--- config.mk ---
export PLATFORM = sky130hd
export DESIGN_NAME = add_sub_pipe_flat
export DESIGN_NICKNAME = d
export VERILOG_FILES = /design/src/rtl/add_sub_pkg.sv /design/src/rtl/add_sub_if.sv /design/src/rtl/add_sub_slice.sv /design/src/rtl/add_sub_pipe.sv /design/src/flat_wrapper.sv
export SDC_FILE = /design/constraint.sdc
export NUM_CORES = 1
export LEC_CHECK = 0
export CORE_MARGIN = 3
export CORE_UTILIZATION = 25
export CTS_CLUSTER_DIAMETER = 80
export DETAILED_ROUTE_END_ITERATION = 7
export SYNTH_ARGS = -nofsm -noshare
export SYNTH_HDL_FRONTEND = slang
export SYNTH_SLANG_ARGS = --single-unit
--- constraint.sdc ---
create_clock -name clk -period 4.3 [get_ports clk]
set_input_delay 0.43 -clock clk [delete_from_list [all_inputs] [get_ports clk]]
set_output_delay 0.43 -clock clk [all_outputs]
set_load 0.01 [all_outputs]
--- src/rtl/add_sub_pkg.sv ---
// add_sub_pkg: shared types and helpers for the pipelined adder-subtractor.
//   op_e      - operation select carried with each transaction (add / subtract)
//   flags_t   - registered status flags {cb, ovf, zero}
//   sat_limit - signed max (neg=0) or signed min (neg=1) for a given width,
//               zero-extended to MAX_W bits
package add_sub_pkg;

    typedef enum logic {
        OP_ADD = 1'b0,
        OP_SUB = 1'b1
    } op_e;

    typedef struct packed {
        logic cb;
        logic ovf;
        logic zero;
    } flags_t;

    localparam int unsigned MAX_W = 64;

    function automatic logic [MAX_W-1:0] sat_limit(input int unsigned width, input logic neg);
        logic [MAX_W-1:0] v;
        v = '0;
        for (int unsigned i = 0; i < MAX_W; i++) begin
            if (i + 1 < width) begin
                v[i] = !neg;
            end else if (i + 1 == width) begin
                v[i] = neg;
            end
        end
        return v;
    endfunction

endpackage

--- src/rtl/add_sub_if.sv ---
// add_sub_if: operand/result handshake bundle for add_sub_pipe.
//   in_valid/in_ready   - operand transaction handshake
//   ctrl                - 0 = add, 1 = subtract
//   a, b                - N-bit operands
//   sat                 - saturate on overflow (only with ADD_SUB_SAT_EN defined)
//   out_valid/out_ready - result transaction handshake
//   result              - N-bit result
//   cb_bit, ovf, zero   - carry/borrow, signed overflow, zero flags
// Modports: master drives operands and out_ready; slave is the adder.
interface add_sub_if #(
    parameter int unsigned N = 16
);
    logic         in_valid;
    logic         in_ready;
    logic         ctrl;
    logic [N-1:0] a;
    logic [N-1:0] b;
`ifdef ADD_SUB_SAT_EN
    logic         sat;
`endif
    logic         out_valid;
    logic         out_ready;
    logic [N-1:0] result;
    logic         cb_bit;
    logic         ovf;
    logic         zero;

    modport master (
        output in_valid, ctrl, a, b,
`ifdef ADD_SUB_SAT_EN
        output sat,
`endif
        output out_ready,
        input  in_ready, out_valid, result, cb_bit, ovf, zero
    );

    modport slave (
        input  in_valid, ctrl, a, b,
`ifdef ADD_SUB_SAT_EN
        input  sat,
`endif
        input  out_ready,
        output in_ready, out_valid, result, cb_bit, ovf, zero
    );

endinterface

--- src/rtl/add_sub_slice.sv ---
// add_sub_slice: W-bit combinational ripple slice of the pipelined adder.
//   a_i, b_i   - operand chunks (b_i already inverted for subtract)
//   cin_i      - carry into the slice
//   sum_o      - W-bit sum chunk
//   cout_o     - carry out of the slice
//   msb_cin_o  - carry into the slice msb, used for signed overflow
module add_sub_slice #(
    parameter int unsigned W = 4
) (
    input  logic [W-1:0] a_i,
    input  logic [W-1:0] b_i,
    input  logic         cin_i,
    output logic [W-1:0] sum_o,
    output logic         cout_o,
    output logic         msb_cin_o
);

    logic [W:0] total;

    assign total     = {1'b0, a_i} + {1'b0, b_i} + {{W{1'b0}}, cin_i};
    assign sum_o     = total[W-1:0];
    assign cout_o    = total[W];
    // sum msb = a ^ b ^ carry-in, so the carry-in falls back out of the xor
    assign msb_cin_o = a_i[W-1] ^ b_i[W-1] ^ sum_o[W-1];

endmodule

--- src/rtl/add_sub_pipe.sv ---
// add_sub_pipe: pipelined adder-subtractor, one CHUNK-bit slice per stage with
// the carry registered between slices. N must be a multiple of CHUNK.
//   clk  - rising-edge clock
//   rst  - synchronous active-high reset, discards everything in flight
//   bus  - add_sub_if slave: operand handshake in, result + flags out
// Optional build macro ADD_SUB_SAT_EN adds bus.sat: clamp to signed max/min
// on overflow instead of wrapping.
module add_sub_pipe
    import add_sub_pkg::*;
#(
    parameter int unsigned N     = 16,
    parameter int unsigned CHUNK = 4
) (
    input  logic     clk,
    input  logic     rst,
    add_sub_if.slave bus
);

    localparam int unsigned STAGES = N / CHUNK;
    localparam int unsigned NREG   = (STAGES > 1) ? STAGES - 1 : 1;
    localparam int unsigned L      = STAGES - 1;

    logic en;

    // Stage k working set: operands/control seen by slice k, which is also
    // what gets registered into stage register k.
    logic         v_d    [STAGES];
    op_e          op_d   [STAGES];
    logic [N-1:0] a_d    [STAGES];
    logic [N-1:0] bx_d   [STAGES];
    logic [N-1:0] res_in [STAGES];
    logic [N-1:0] res_d  [STAGES];
    logic         cin    [STAGES];

    logic [CHUNK-1:0] sum     [STAGES];
    logic             cout    [STAGES];
    logic             msb_cin [STAGES];

    // Inter-stage registers (stage register k feeds slice k+1)
    logic         v_q   [NREG];
    op_e          op_q  [NREG];
    logic [N-1:0] a_q   [NREG];
    logic [N-1:0] bx_q  [NREG];
    logic [N-1:0] res_q [NREG];
    logic         c_q   [NREG];

`ifdef ADD_SUB_SAT_EN
    logic             sat_d [STAGES];
    logic             sat_q [NREG];
    logic [MAX_W-1:0] lim;
`endif

    logic         ovf_fin;
    logic [N-1:0] result_d;
    flags_t       flags_d;
    logic         out_valid_q;
    logic [N-1:0] result_q;
    flags_t       flags_q;

    assign en           = !out_valid_q | bus.out_ready;
    assign bus.in_ready = en & !rst;

    for (genvar k = 0; k < STAGES; k++) begin : g_slice
        add_sub_slice #(.W(CHUNK)) u_slice (
            .a_i      (a_d[k][k*CHUNK +: CHUNK]),
            .b_i      (bx_d[k][k*CHUNK +: CHUNK]),
            .cin_i    (cin[k]),
            .sum_o    (sum[k]),
            .cout_o   (cout[k]),
            .msb_cin_o(msb_cin[k])
        );
    end

    always_comb begin : stage_inputs
        v_d[0]    = bus.in_valid;
        op_d[0]   = op_e'(bus.ctrl);
        a_d[0]    = bus.a;
        bx_d[0]   = bus.b ^ {N{bus.ctrl}};
        res_in[0] = '0;
        cin[0]    = bus.ctrl;
`ifdef ADD_SUB_SAT_EN
        sat_d[0]  = bus.sat;
`endif
        for (int unsigned k = 1; k < STAGES; k++) begin
            v_d[k]    = v_q[k-1];
            op_d[k]   = op_q[k-1];
            a_d[k]    = a_q[k-1];
            bx_d[k]   = bx_q[k-1];
            res_in[k] = res_q[k-1];
            cin[k]    = c_q[k-1];
`ifdef ADD_SUB_SAT_EN
            sat_d[k]  = sat_q[k-1];
`endif
        end
    end

    // Splice each slice's chunk into the partial result it travels with
    always_comb begin : stage_results
        for (int unsigned k = 0; k < STAGES; k++) begin
            res_d[k]                  = res_in[k];
            res_d[k][k*CHUNK +: CHUNK] = sum[k];
        end
    end

    always_comb begin : final_stage
        result_d = res_d[L];
        ovf_fin  = cout[L] ^ msb_cin[L];
`ifdef ADD_SUB_SAT_EN
        lim = '0;
        if (sat_d[L] && ovf_fin) begin
            // a msb picks the overflow direction: 0 -> positive, 1 -> negative
            lim      = sat_limit(N, a_d[L][N-1]);
            result_d = lim[N-1:0];
        end
`endif
        flags_d.cb   = cout[L] ^ (op_d[L] == OP_SUB);
        flags_d.ovf  = ovf_fin;
        flags_d.zero = (result_d == '0);
    end

    always_ff @(posedge clk) begin
        if (rst) begin
            for (int unsigned k = 0; k < NREG; k++) begin
                v_q[k]   <= 1'b0;
                op_q[k]  <= OP_ADD;
                a_q[k]   <= '0;
                bx_q[k]  <= '0;
                res_q[k] <= '0;
                c_q[k]   <= 1'b0;
`ifdef ADD_SUB_SAT_EN
                sat_q[k] <= 1'b0;
`endif
            end
        end else if (en) begin
            for (int unsigned k = 0; k + 1 < STAGES; k++) begin
                v_q[k]   <= v_d[k];
                op_q[k]  <= op_d[k];
                a_q[k]   <= a_d[k];
                bx_q[k]  <= bx_d[k];
                res_q[k] <= res_d[k];
                c_q[k]   <= cout[k];
`ifdef ADD_SUB_SAT_EN
                sat_q[k] <= sat_d[k];
`endif
            end
        end
    end

    always_ff @(posedge clk) begin
        if (rst) begin
            out_valid_q <= 1'b0;
            result_q    <= '0;
            flags_q     <= '0;
        end else if (en) begin
            out_valid_q <= v_d[L];
            if (v_d[L]) begin
                result_q <= result_d;
                flags_q  <= flags_d;
            end
        end
    end

    assign bus.out_valid = out_valid_q;
    assign bus.result    = result_q;
    assign bus.cb_bit    = flags_q.cb;
    assign bus.ovf       = flags_q.ovf;
    assign bus.zero      = flags_q.zero;

endmodule

--- src/flat_wrapper.sv ---
// flat-port wrapper written by rule: the top's interface ports become plain ports
module add_sub_pipe_flat import add_sub_pkg::*;
#(
    parameter int unsigned N     = 16,
    parameter int unsigned CHUNK = 4
)
  (clk, rst, bus_in_valid, bus_ctrl, bus_a, bus_b, bus_out_ready, bus_in_ready, bus_out_valid, bus_result, bus_cb_bit, bus_ovf, bus_zero);
  add_sub_if #(.N(N)) bus_i ();
  input  logic clk;
  input  logic rst;
  input wire logic [$bits(bus_i.in_valid)-1:0] bus_in_valid;
  input wire logic [$bits(bus_i.ctrl)-1:0] bus_ctrl;
  input wire logic [$bits(bus_i.a)-1:0] bus_a;
  input wire logic [$bits(bus_i.b)-1:0] bus_b;
  input wire logic [$bits(bus_i.out_ready)-1:0] bus_out_ready;
  output wire logic [$bits(bus_i.in_ready)-1:0] bus_in_ready;
  output wire logic [$bits(bus_i.out_valid)-1:0] bus_out_valid;
  output wire logic [$bits(bus_i.result)-1:0] bus_result;
  output wire logic [$bits(bus_i.cb_bit)-1:0] bus_cb_bit;
  output wire logic [$bits(bus_i.ovf)-1:0] bus_ovf;
  output wire logic [$bits(bus_i.zero)-1:0] bus_zero;
  assign bus_i.in_valid = bus_in_valid;
  assign bus_i.ctrl = bus_ctrl;
  assign bus_i.a = bus_a;
  assign bus_i.b = bus_b;
  assign bus_i.out_ready = bus_out_ready;
  assign bus_in_ready = bus_i.in_ready;
  assign bus_out_valid = bus_i.out_valid;
  assign bus_result = bus_i.result;
  assign bus_cb_bit = bus_i.cb_bit;
  assign bus_ovf = bus_i.ovf;
  assign bus_zero = bus_i.zero;
  add_sub_pipe #(.N(N), .CHUNK(CHUNK)) u_core (.clk(clk), .rst(rst), .bus(bus_i));
endmodule
* After elaboration in Yosys (flattened, before gate mapping)
Memories as Yosys holds them, arrays and structs flattened. Cells that the tools add are included.
Word-level totals: bits in registers 20, memory bits (writable) 153, input port bits 37, logic and storage cells 71, memories kept 6
Cells by class: add/sub/neg operators 8, mux-type cells 23, bitwise gates (word level) 25, reductions and logical operators 4
Memory list:
- u_core.a_q | words 3, bits a word 16, rd ports 3, clocked after memory_dff 0, wr ports 3, RTL line add_sub_pipe.sv:42 | logic [N-1:0] a_q [NREG];
- u_core.bx_q | words 3, bits a word 16, rd ports 3, clocked after memory_dff 0, wr ports 3, RTL line add_sub_pipe.sv:43 | logic [N-1:0] bx_q [NREG];
- u_core.res_q | words 3, bits a word 16, rd ports 3, clocked after memory_dff 0, wr ports 3, RTL line add_sub_pipe.sv:44 | logic [N-1:0] res_q [NREG];
- u_core.c_q | words 3, bits a word 1, rd ports 3, clocked after memory_dff 0, wr ports 3, RTL line add_sub_pipe.sv:45 | logic c_q [NREG];
- u_core.op_q | words 3, bits a word 1, rd ports 3, clocked after memory_dff 0, wr ports 3, RTL line add_sub_pipe.sv:41 | op_e op_q [NREG];
- u_core.v_q | words 3, bits a word 1, rd ports 3, clocked after memory_dff 0, wr ports 3, RTL line add_sub_pipe.sv:40 | logic v_q [NREG];
Operator list (number):
- $mux 16 | 9
- $add 4x4->5 | 4
- $add 5x1->5 | 4
- $or 1x1->1 | 19
- $logic_not 16->1 | 1
- $xor 16x16->16 | 1
- $mux 1 | 14
- $xor 1x1->1 | 4
- $logic_not 1->1 | 2
- $reduce_and 2->1 | 1
- $and 1x1->1 | 1

* Logic depth before layout (Yosys ltp)
Gate-level depths: netlist (run 1).
depth after elaboration 6, gate-level depth with buffers 8

* By module
From an unflattened synthesis (run 1), not the netlist that was laid out.
Second synthesis, totals: cell total of the unflattened synthesis 350, area, all modules 4559.4 um^2
By module, submodules not included:
- add_sub_pipe | times used 1, cells an instance 287, area an instance 4007.6 um^2, sequential area each 2832.7 um^2
- add_sub_slice (u_core.g_slice[0].u_slice ...) | times used 2, cells an instance 17, area an instance 141.4 um^2, sequential area each 0.0 um^2
- add_sub_slice (u_core.g_slice[2].u_slice) | times used 1, cells an instance 17, area an instance 143.9 um^2, sequential area each 0.0 um^2
- add_sub_slice (u_core.g_slice[3].u_slice) | times used 1, cells an instance 12, area an instance 125.1 um^2, sequential area each 0.0 um^2

* Least setup slack after synthesis (run 1)
OpenSTA, ideal clock, no wires.
path kind input to register, start in rst, end mem u_core.a_q[0][10], enable pin, setup time 0.453 ns, arrival time 2.704 ns, slack 1.144 ns, stages 2, path buffers 1, cells stage by stage clkbuf_1 > nand2b_1
RTL lines:
- from (decl) | RTL line flat_wrapper.sv:10 | input logic rst;
- to (decl) | RTL line add_sub_pipe.sv:42

* Final worst setup path (run 1)
start in rst, end out bus_in_ready
Between the ends: cells in the longest elaborated chain, start to end 2
RTL lines:
- $logic_not 1->1 | RTL line add_sub_pipe.sv:61 | assign bus.in_ready = en & !rst;
- $and 1x1->1 | RTL line add_sub_pipe.sv:61
- to (decl) | RTL line flat_wrapper.sv:16 | output wire logic [$bits(bus_i.in_ready)-1:0] bus_in_ready;
Every way passes these cells.

==> out/metrics.csv, run 1 <==
metric,value,unit
clkLatencyLatePin,0.33,ns
post-place-ws,1.16,ns
fmax,321,MHz
cp_slowest_stage_delay,0.67,ns
layout_setup_ws,1.19,ns
first_iter_violations,99,
min_period,3.11,ns
ctsHoldBuffers,0,
min-delay-path-class,flip-flop to flip-flop,
io_buffers,57,
arrival,2.68,ns
cts_made_buffers,9,
fin_util,32.4,%
drt-total-wl,6.78,mm
synth_edf_count,81,
via_per_inst,3.91,
antenna_cells,0,
core-area,16800,um2
peakVddDrop,0.000176,V
rows,47,
cts_setup_buffers,0,
setup.worst_path.end_class,output pin,
place.gp.congestion,0.745,
synth.yosys.seq_area_share,65.1,%
ant_nets,0,
p_per_area,384,nW/um2
grt_pass1_vias,2446,
whs,0.457,ns
avgSynthCellArea,12.9,um2
cp_slowest_cell,clkdlybuf4s50_1,
design_area,5460,um2
cp_max_fo,59,
synth_nets,393,
multi_input_area,1420,um2
synth_top_area_share,55.9,%
start_kind,primary input,
ys.flop_type,edfxtp_1,
cap_violations,0,
yosysWarnings,0,
worstMarginPinSlew,1.03,ns
grt_max_degree,82,
path_cells,clkdlybuf4s50_1 -> buf_4 -> nand2b_1 -> buf_4 -> inv_2 -> clkdlybuf4s50_1,
post-route-period-util,72.4,%
slew_violations,0,
leakage,2.11,nW
power_switching,0.443,mW
num_io_pins,58,
rsz0062_at_grt,no,
dp_hpwl,4.74,mm
cts.root.buffer_cell,clkbuf_16,
internal_power,1.65,mW
async_flop_share,0,%
syn_to_final_growth,25.3,%
place_area,5160,um2
hold_violations,0,
switching_share,21.1,%
clkSinkCount,101,
place_inst,601,
finalSetupViolations,0,
critPathKind,primary input to output pin,
power,2.09,mW
die_area,19000,um2
grt_overflow,0,
nFillCells,1715,
p_comb_share,8.8,%
syn-instance-count,337,
clk_pin_slew_worst_paths,0.07,ns
critical-path-top-delay-family,buffers and inverters,
cts-resized-gates,0,
vias,2413,
tritoncts,built,
synthTopCellsByArea,"edfxtp_1 56%, dfxtp_1 9.2%, and2_1 8.5%",
skew,0.00698,ns
synthDistinctLibCells,32,
area.sequential,2830,um2
fin_cells,617,
wl_per_cell,11.0,um
fp.dieW,138,um
nets,448,
cts_htree_levels,3,
fin_setup_tns,0,ns
crit_buf_inv,5,
crit_required,3.87,ns
drc_errors,0,
dieHeight,138,um
p_clk_share,36.6,%
grt_pass1_wl,11.7,mm
outcome,"finished, final reports clean",
p_seq_share,54.5,%
start_util,25.9,%
syn_area,4350,um2
clockBufferDepth,2,
slew_headroom,31.1,%
drive_above_1_share,6.05,%
track_usage,7.70,%
yosys.area.top_type,edfxtp_1,
ys_seq_elements,101,
antenna_found_initial,0,
dr.pass1.iters,4,
==> cells in the mapped netlist (3+ instances only) <==
cell / count
ha_1: 12
fa_1: 7
inv_1: 9
xor2_1: 6
nor2_1: 24
edfxtp_1: 81
nand2b_1: 3
and2_1: 59
buf_2: 4
a21o_1: 5
xnor2_1: 18
dfxtp_1: 20
a21oi_1: 20
clkbuf_1: 10
nand2_1: 31
nor2b_1: 4
==> cell usage in the layout, fill, tap and decap left out, drive strengths merged <==
master          n
or4             1
nor4            3
edfxtp         81
clkdlybuf4s50  57
o21ai           2
a31o            1
inv            12
nor2           24
o31ai           2
a21o            5
nand2b          3
ha             12
nand3b          2
buf             3
mux2            1
fa              7
a211oi          2
a21oi          20
nor3b           2
nand2          31
nor2b           4
xnor2          18
a31oi           1
clkbuf         11
xor2            6
and4            1
and2           59
dfxtp          20
nor3            2
a21boi          1
clkinv          3
==> final cells by class <==
class                           instances  share of cell area (%)
Sequential cell                       101                    51.9
Multi-Input combinational cell        210                    26.1
Timing Repair Buffer                   60                    10.9
Tap cell                              220                    5.04
Clock buffer                           11                    4.63
Clock inverter                          5                   0.757
Inverter                               10                   0.688
==> worst min-delay path: stages (launching register included) <==
cell and delay, ns:
dfxtp_1 0.31, nand2_1 0.05, a21oi_1 0.05
==> logic make-up after synthesis <==
group	after synthesis	share of synthesized area, %
simple gates	132	16.2
flops	101	65.1
compound gates	34	4.60
buf+inv	26	2.41
xor+xnor	24	4.83
fa+ha+maj	19	6.67
mux	1	0.259
==> sequential cells by signal (all words and copies together), names as in the netlist <==
register / count
u_core.a_q: 24
u_core.bus.cb_bit: 1
u_core.bus.out_valid: 1
u_core.bus.ovf: 1
u_core.bus.result: 16
u_core.bus.zero: 1
u_core.bx_q: 24
u_core.c_q: 3
u_core.op_q: 3
u_core.res_q: 24
u_core.v_q: 3
==> per-layer routing <==
| layer | vias up | global-route usage [%] | share of wire (%) |
|---|---|---|---|
| met5 | - | 0 | 0 |
| met4 | 0 | 2.47 | 1.5 |
| met3 | 7 | 2.29 | 6.3 |
| met2 | 63 | 11.7 | 43 |
| met1 | 1084 | 10.6 | 49 |
| li1 | 1259 | - | - |
==> final timing paths <==
| kind | start | end | slack (ns) | cells after the start |
|---|---|---|---|---|
| setup / recovery | rst | bus_in_ready | 1.19 | 6 |
| hold / removal | u_core.bus.result[0] | u_core.bus.result[0] | 0.46 | 2 |
| setup reg to reg | u_core.c_q[0][2] | u_core.bus.cb_bit | 2.12 | 6 |
| hold reg to reg | u_core.bus.result[0] | u_core.bus.result[0] | 0.46 | 2 |
==> power groups by stage <==
stage                     sequential (mW)  clock [mW]  combinational (mW)
after floorplan                      1.16           0               0.117
after global placement               1.16           0               0.187
after detailed placement             1.16           0               0.190
after CTS                            1.14       0.791               0.191
after global routing                 1.15       0.834               0.212
final                                1.14       0.767               0.185
Note: power is estimated with default switching activity, not from simulation.
==> inputs of run 2 (changes only) <==
clock period = 3.1 ns   (was 4.3 ns; I/O delays follow)
==> run 2 against run 1 <==
Compared with the run above: largest cell class unchanged; highest routed layer unchanged; via count is 0.12% lower; core utilization increased by 0.20 points; routed wire length grew 4.2%; combinational power grew 41%; sequential cell count did not move; clock skew grew 0.0018 ns; first-iteration DRC count increased by 3.0%; global-route usage is 0.51 points higher.
==> out/metrics.csv, run 2 (synthesis results as in run 1) <==
metric,value,unit,change
outcome,"finished, final reports clean",,unchanged
place_inst,603,,was 601
num_io_pins,58,,unchanged
fp.dieW,138,um,unchanged
min_period,2.22,ns,
cts_setup_buffers,0,,unchanged
start_kind,primary input,,unchanged
drt-met1-wl,3.44,mm,was 3.34 mm
drc_errors,0,,unchanged
syn_to_final_growth,26.1,%,was 25.3%
routed-wl-met3,358,um,was 426 um
cp_max_fo,22,,was 59
grt_pass1_wl,12.2,mm,was 11.7 mm
final_common_cell,edfxtp_1,,unchanged
leakage,2.11,nW,about the same
via_per_inst,3.89,,was 3.91
cts-resized-gates,0,,unchanged
power_switching,0.626,mW,was 0.443 mW
ctsHoldBuffers,0,,unchanged
cap_violations,0,,unchanged
setup.worst_path.end_class,output pin,,unchanged
clkSinkCount,101,,unchanged
place.gp.congestion,0.735,,was 0.745
drt-total-wl,7.06,mm,was 6.78 mm
holdPathStages,2,,unchanged
worstMarginPinSlew,0.596,ns,was 1.03 ns
nFillCells,1690,,was 1715
cts.root.buffer_cell,clkbuf_16,,unchanged
switching_share,21.2,%,was 21.1%
fin_setup_tns,0,ns,unchanged
final_cell_mix,"81 x edfxtp_1, 59 x and2_1, 57 x clkdlybuf4s50_1",,unchanged
wl_per_cell,11.4,um,was 11.0 um
hold_violations,0,,unchanged
reg.largest.list,"u_core.a_q: 24 flops, u_core.bx_q: 24 flops, u_core.res_q: 24 flops",,unchanged
fin_cells,619,,was 617
critical-path-top-delay-family,buffers and inverters,,unchanged
post-place-ws,0.815,ns,was 1.16 ns
worst-path-stages,5,,was 6
start_util,25.9,%,unchanged
worst_r2r_path_depth,6,,unchanged
dieHeight,138,um,unchanged
antenna_cells,0,,unchanged
grt_pass1_vias,2445,,was 2446
io_buffers,57,,unchanged
cts_htree_levels,3,,unchanged
dr.pass1.iters,4,,unchanged
tritoncts,built,,unchanged
rows,47,,unchanged
die_area,19000,um2,unchanged
area.sequential,2830,um2,unchanged
wl_met2,3.16,mm,was 2.91 mm
fin_util,32.6,%,was 32.4%
post-route-period-util,71.6,%,
place_area,5190,um2,was 5160 um2
p_seq_share,53.7,%,was 54.5%
slew_violations,0,,unchanged
whs,0.454,ns,was 0.457 ns
clockBufferDepth,2,,unchanged
track_usage,8.21,%,was 7.70%
vias,2410,,was 2413
fmax,450,MHz,
grt_overflow,0,,unchanged
crit_buf_inv,3,,was 5
layout_setup_ws,0.879,ns,was 1.19 ns
finalSetupViolations,0,,unchanged
grt_max_degree,51,,was 82
antenna_found_initial,0,,unchanged
p_comb_share,8.8,%,about the same
first_iter_violations,102,,was 99
min-delay-path-class,flip-flop to flip-flop,,unchanged
crit_required,2.79,ns,was 3.87 ns
cp_slowest_cell,clkdlybuf4s50_1,,unchanged
arrival,1.91,ns,was 2.68 ns
peakVddDrop,0.000291,V,was 0.000176 V
critPathKind,primary input to output pin,,unchanged
skew,0.00880,ns,was 0.00698 ns
ant_nets,0,,unchanged
slew_headroom,60.2,%,was 31.1%
clk_pin_slew_worst_paths,0.06,ns,was 0.07 ns
cp_slowest_stage_delay,0.60,ns,was 0.67 ns
dp_hpwl,5.10,mm,was 4.74 mm
clkLatencyLatePin,0.34,ns,was 0.33 ns
nets,450,,was 448
multi_input_area,1420,um2,unchanged
drive_above_1_share,6.27,%,was 6.05%
path_cells,clkdlybuf4s50_1 -> nand2b_1 -> nand2b_1 -> inv_2 -> clkdlybuf4s50_1,,was clkdlybuf4s50_1 -> buf_4 -> nand2b_1 -> buf_4 -> inv_2 -> clkdlybuf4s50_1
p_clk_share,37.5,%,was 36.6%
core-area,16800,um2,unchanged
cts_made_buffers,9,,unchanged
rsz0062_at_grt,no,,unchanged
design_area,5490,um2,was 5460 um2
p_per_area,539,nW/um2,was 384 nW/um2
power,2.96,mW,was 2.09 mW
highest_layer,met4,,unchanged
internal_power,2.33,mW,was 1.65 mW
==> run 2: power groups by stage <==
stage / logic, mW / registers (mW) / clock network (mW)
after detailed placement: 0.266 / 1.62 / 0
after global routing: 0.298 / 1.60 / 1.21
after CTS: 0.267 / 1.59 / 1.14
after floorplan: 0.163 / 1.61 / 0
final: 0.260 / 1.59 / 1.11
after global placement: 0.261 / 1.61 / 0
==> run 2: final cells by class <==
type,count,area share [%]
tap,220,5.01
clock inverter,6,1.30
inverter,10,0.684
clock buffer,10,4.17
timing repair buffer,62,11.3
multi-input combinational,210,25.9
sequential,101,51.6
==> run 2: worst register-to-register path, delay by kind of cell, from the launching register on <==
family	cells	cell delay (ns)
DFF	1	0.40
adders and majority gates	2	0.91
xor gates and xnor gates	1	0.11
AOI/OAI and AO/OA	3	0.70
==> run 2: final timing paths <==
check                       start                   end  slack (ns)
max                 bus_out_ready          bus_in_ready        0.88
min          u_core.bus.result[3]  u_core.bus.result[3]        0.45
max reg2reg      u_core.c_q[0][2]        u_core.bus.ovf        0.91
min reg2reg  u_core.bus.result[3]  u_core.bus.result[3]        0.45
==> run 2: routing by layer <==
metal / GRT usage [%] / up-vias
li1: - / 1262
met1: 11.4 / 1087
met2: 12.1 / 55
met3: 2.50 / 6
met4: 2.96 / 0
met5: 0 / -
==> inputs of run 3 (changes only) <==
clock period = 2.1 ns   (was 3.1 ns; I/O delays follow)
==> run 3 against run 2 <==
Compared with the run above: non-clock buffer count grew 7; register-to-register slack lost 0.78 ns; setup slack lost 0.75 ns; combinational power grew 53%; sequential power grew 47%; clock skew shrank 0.0020 ns; final area grew 2.0%; total power grew 54%; die area is the same; worst hold slack is essentially flat; critical path type is now flip-flop to flip-flop; largest cell class unchanged.
==> out/metrics.csv, run 3 (synthesis results as in run 1) <==
metric,value,unit,change
start_util,25.9,%,unchanged
wl_met2,3.15,mm,was 3.16 mm
outcome,"finished, final reports clean",,unchanged
cap_violations,0,,unchanged
cts_htree_levels,3,,unchanged
final_cell_mix,"81 x edfxtp_1, 59 x and2_1, 57 x clkdlybuf4s50_1",,unchanged
reg.largest.list,"u_core.a_q: 24 flops, u_core.bx_q: 24 flops, u_core.res_q: 24 flops",,unchanged
area.sequential,2830,um2,unchanged
clockBufferDepth,2,,unchanged
track_usage,8.34,%,was 8.21%
cp_max_fo,2,,was 22
place.gp.congestion,0.764,,was 0.735
rsz0062_at_grt,no,,unchanged
arrival,2.18,ns,was 1.91 ns
hp-start,u_core.bus.result[1],,was u_core.bus.result[3]
drc_errors,0,,unchanged
grt_overflow,0,,unchanged
skew,0.00683,ns,was 0.00880 ns
clkLatencyLatePin,0.33,ns,was 0.34 ns
io_buffers,57,,unchanged
start_kind,flip-flop,,was primary input
wl_per_cell,11.6,um,was 11.4 um
grt_pass1_wl,12.4,mm,was 12.2 mm
cts_setup_buffers,0,,unchanged
antenna_cells,0,,unchanged
grt_pass1_vias,2515,,was 2445
p_comb_share,8.8,%,about the same
critPathLaunch,u_core.bx_q[0][44],,was bus_out_ready
p_clk_share,39.6,%,was 37.5%
first_iter_violations,90,,was 102
fp.dieW,138,um,unchanged
fin_util,33.3,%,was 32.6%
setup.worst_path.end_class,flip-flop,,was output pin
routed-wl-met3,349,um,was 358 um
drive_above_1_share,7.92,%,was 6.27%
critPathKind,flip-flop to flip-flop,,was primary input to output pin
cts_made_buffers,9,,unchanged
rows,47,,unchanged
ctsHoldBuffers,0,,unchanged
core-area,16800,um2,unchanged
antenna_found_initial,0,,unchanged
power_switching,0.876,mW,was 0.626 mW
dp_hpwl,5.20,mm,was 5.10 mm
drt-total-wl,7.22,mm,was 7.06 mm
grt_max_degree,59,,was 51
final_common_cell,edfxtp_1,,unchanged
syn_to_final_growth,28.6,%,was 26.1%
min_period,1.97,ns,
vias,2461,,was 2410
p_per_area,811,nW/um2,was 539 nW/um2
highest_layer,met4,,unchanged
cp_slowest_stage_delay,0.42,ns,was 0.60 ns
finalSetupViolations,0,,unchanged
ant_nets,0,,unchanged
peakVddDrop,0.000423,V,was 0.000291 V
cp_slowest_cell,edfxtp_1,,was clkdlybuf4s50_1
nFillCells,1683,,was 1690
slew_violations,0,,unchanged
switching_share,19.3,%,was 21.2%
fmax,506,MHz,
dieHeight,138,um,unchanged
slew_headroom,62.1,%,was 60.2%
cts.root.buffer_cell,clkbuf_16,,unchanged
clk_pin_slew_worst_paths,0.06,ns,about the same
die_area,19000,um2,unchanged
via_per_inst,3.94,,was 3.89
tritoncts,built,,unchanged
dr.pass1.iters,4,,unchanged
fin_cells,624,,was 619
post-route-period-util,94.0,%,
multi_input_area,1430,um2,was 1420 um2
worstMarginPinSlew,0.567,ns,was 0.596 ns
worstReg2RegStart,u_core.bx_q[0][44],,was u_core.c_q[0][2]
p_seq_share,51.6,%,was 53.7%
crit_required,2.30,ns,was 2.79 ns
clkSinkCount,101,,unchanged
hold_violations,0,,unchanged
num_io_pins,58,,unchanged
place_inst,610,,was 603
path_cells,fa_2 -> fa_1 -> a21o_1 -> a21oi_2 -> xor2_1 -> o31ai_1,,was clkdlybuf4s50_1 -> nand2b_1 -> nand2b_1 -> inv_2 -> clkdlybuf4s50_1
leakage,2.17,nW,was 2.11 nW
nets,457,,was 450
internal_power,3.66,mW,was 2.33 mW
drt-met1-wl,3.55,mm,was 3.44 mm
min-delay-path-class,flip-flop to flip-flop,,unchanged
[run 3: cell types whose count changed in the layout (fill, tap and decap cells not counted), sizes merged]
cell | before | now
buf | 5 | 12
bufinv | 1 | 3
clkbuf | 10 | 9
clkinvlp | 2 | 1
inv | 12 | 10
[run 3: metal layers]
| metal | global-route usage (%) | vias up |
|---|---|---|
| met5 | 0 | - |
| met4 | 4.01 | 0 |
| met3 | 2.07 | 14 |
| met2 | 12.3 | 61 |
| met1 | 11.5 | 1114 |
| li1 | - | 1272 |
[run 3: timing repair]
action / 4_1_cts / 5_1_grt
setup endpoints to repair: 2 / 3
endpoints found under the hold margin: 0 / 0
resized for setup: 1 / 1
pin swaps: 0 / 2
[run 3: power groups by stage]
stage | Sequential, mW | Clock (mW) | Combinational, mW
6_report | 2.34 | 1.80 | 0.397
5_1_grt | 2.36 | 1.93 | 0.455
4_1_cts | 2.34 | 1.85 | 0.406
3_5_place_dp | 2.39 | 0 | 0.403
3_3_place_gp | 2.38 | 0 | 0.395
2_1_floorplan | 2.37 | 0 | 0.241
[run 3: layout make-up]
class | count | share of cell area [%]
clock buffers | 9 | 4.02
clock inverters | 5 | 1.81
inverters | 10 | 0.670
multi-input cells | 210 | 25.5
flip-flops and latches | 101 | 50.6
well taps | 220 | 4.92
repair buffers | 69 | 12.5
[run 3: stage by stage]
step	setup TNS (ns)	hold slack (ns)	setup slack, ns	power, mW	area, um2
after global placement	0	0.449	0.0117	2.78	5270
after CTS	0	0.460	0.0290	4.60	5600
after global routing	0	0.479	0.00792	4.74	5600
final	0	0.453	0.125	4.54	5600
after floorplan	0	0.396	0.0850	2.61	4360
after detailed placement	-0.0506	0.452	-0.0353	2.79	5270
[run 3: critical path, delay by kind of cell (launching register included)]
kind	cells	cell delay (ns)
AOI/OAI and AO/OA	3	0.45
xor gates and xnor gates	1	0.19
adders and majority gates	2	0.79
DFF	1	0.42
[run 3: path summary, 6_finish.rpt]
kind | cells after the start | slack, ns | to
min reg2reg | 2 | 0.45 | u_core.bus.result[1]
max reg2reg | 6 | 0.13 | u_core.bus.cb_bit
max | 6 | 0.13 | u_core.bus.cb_bit
min | 2 | 0.45 | u_core.bus.result[1]
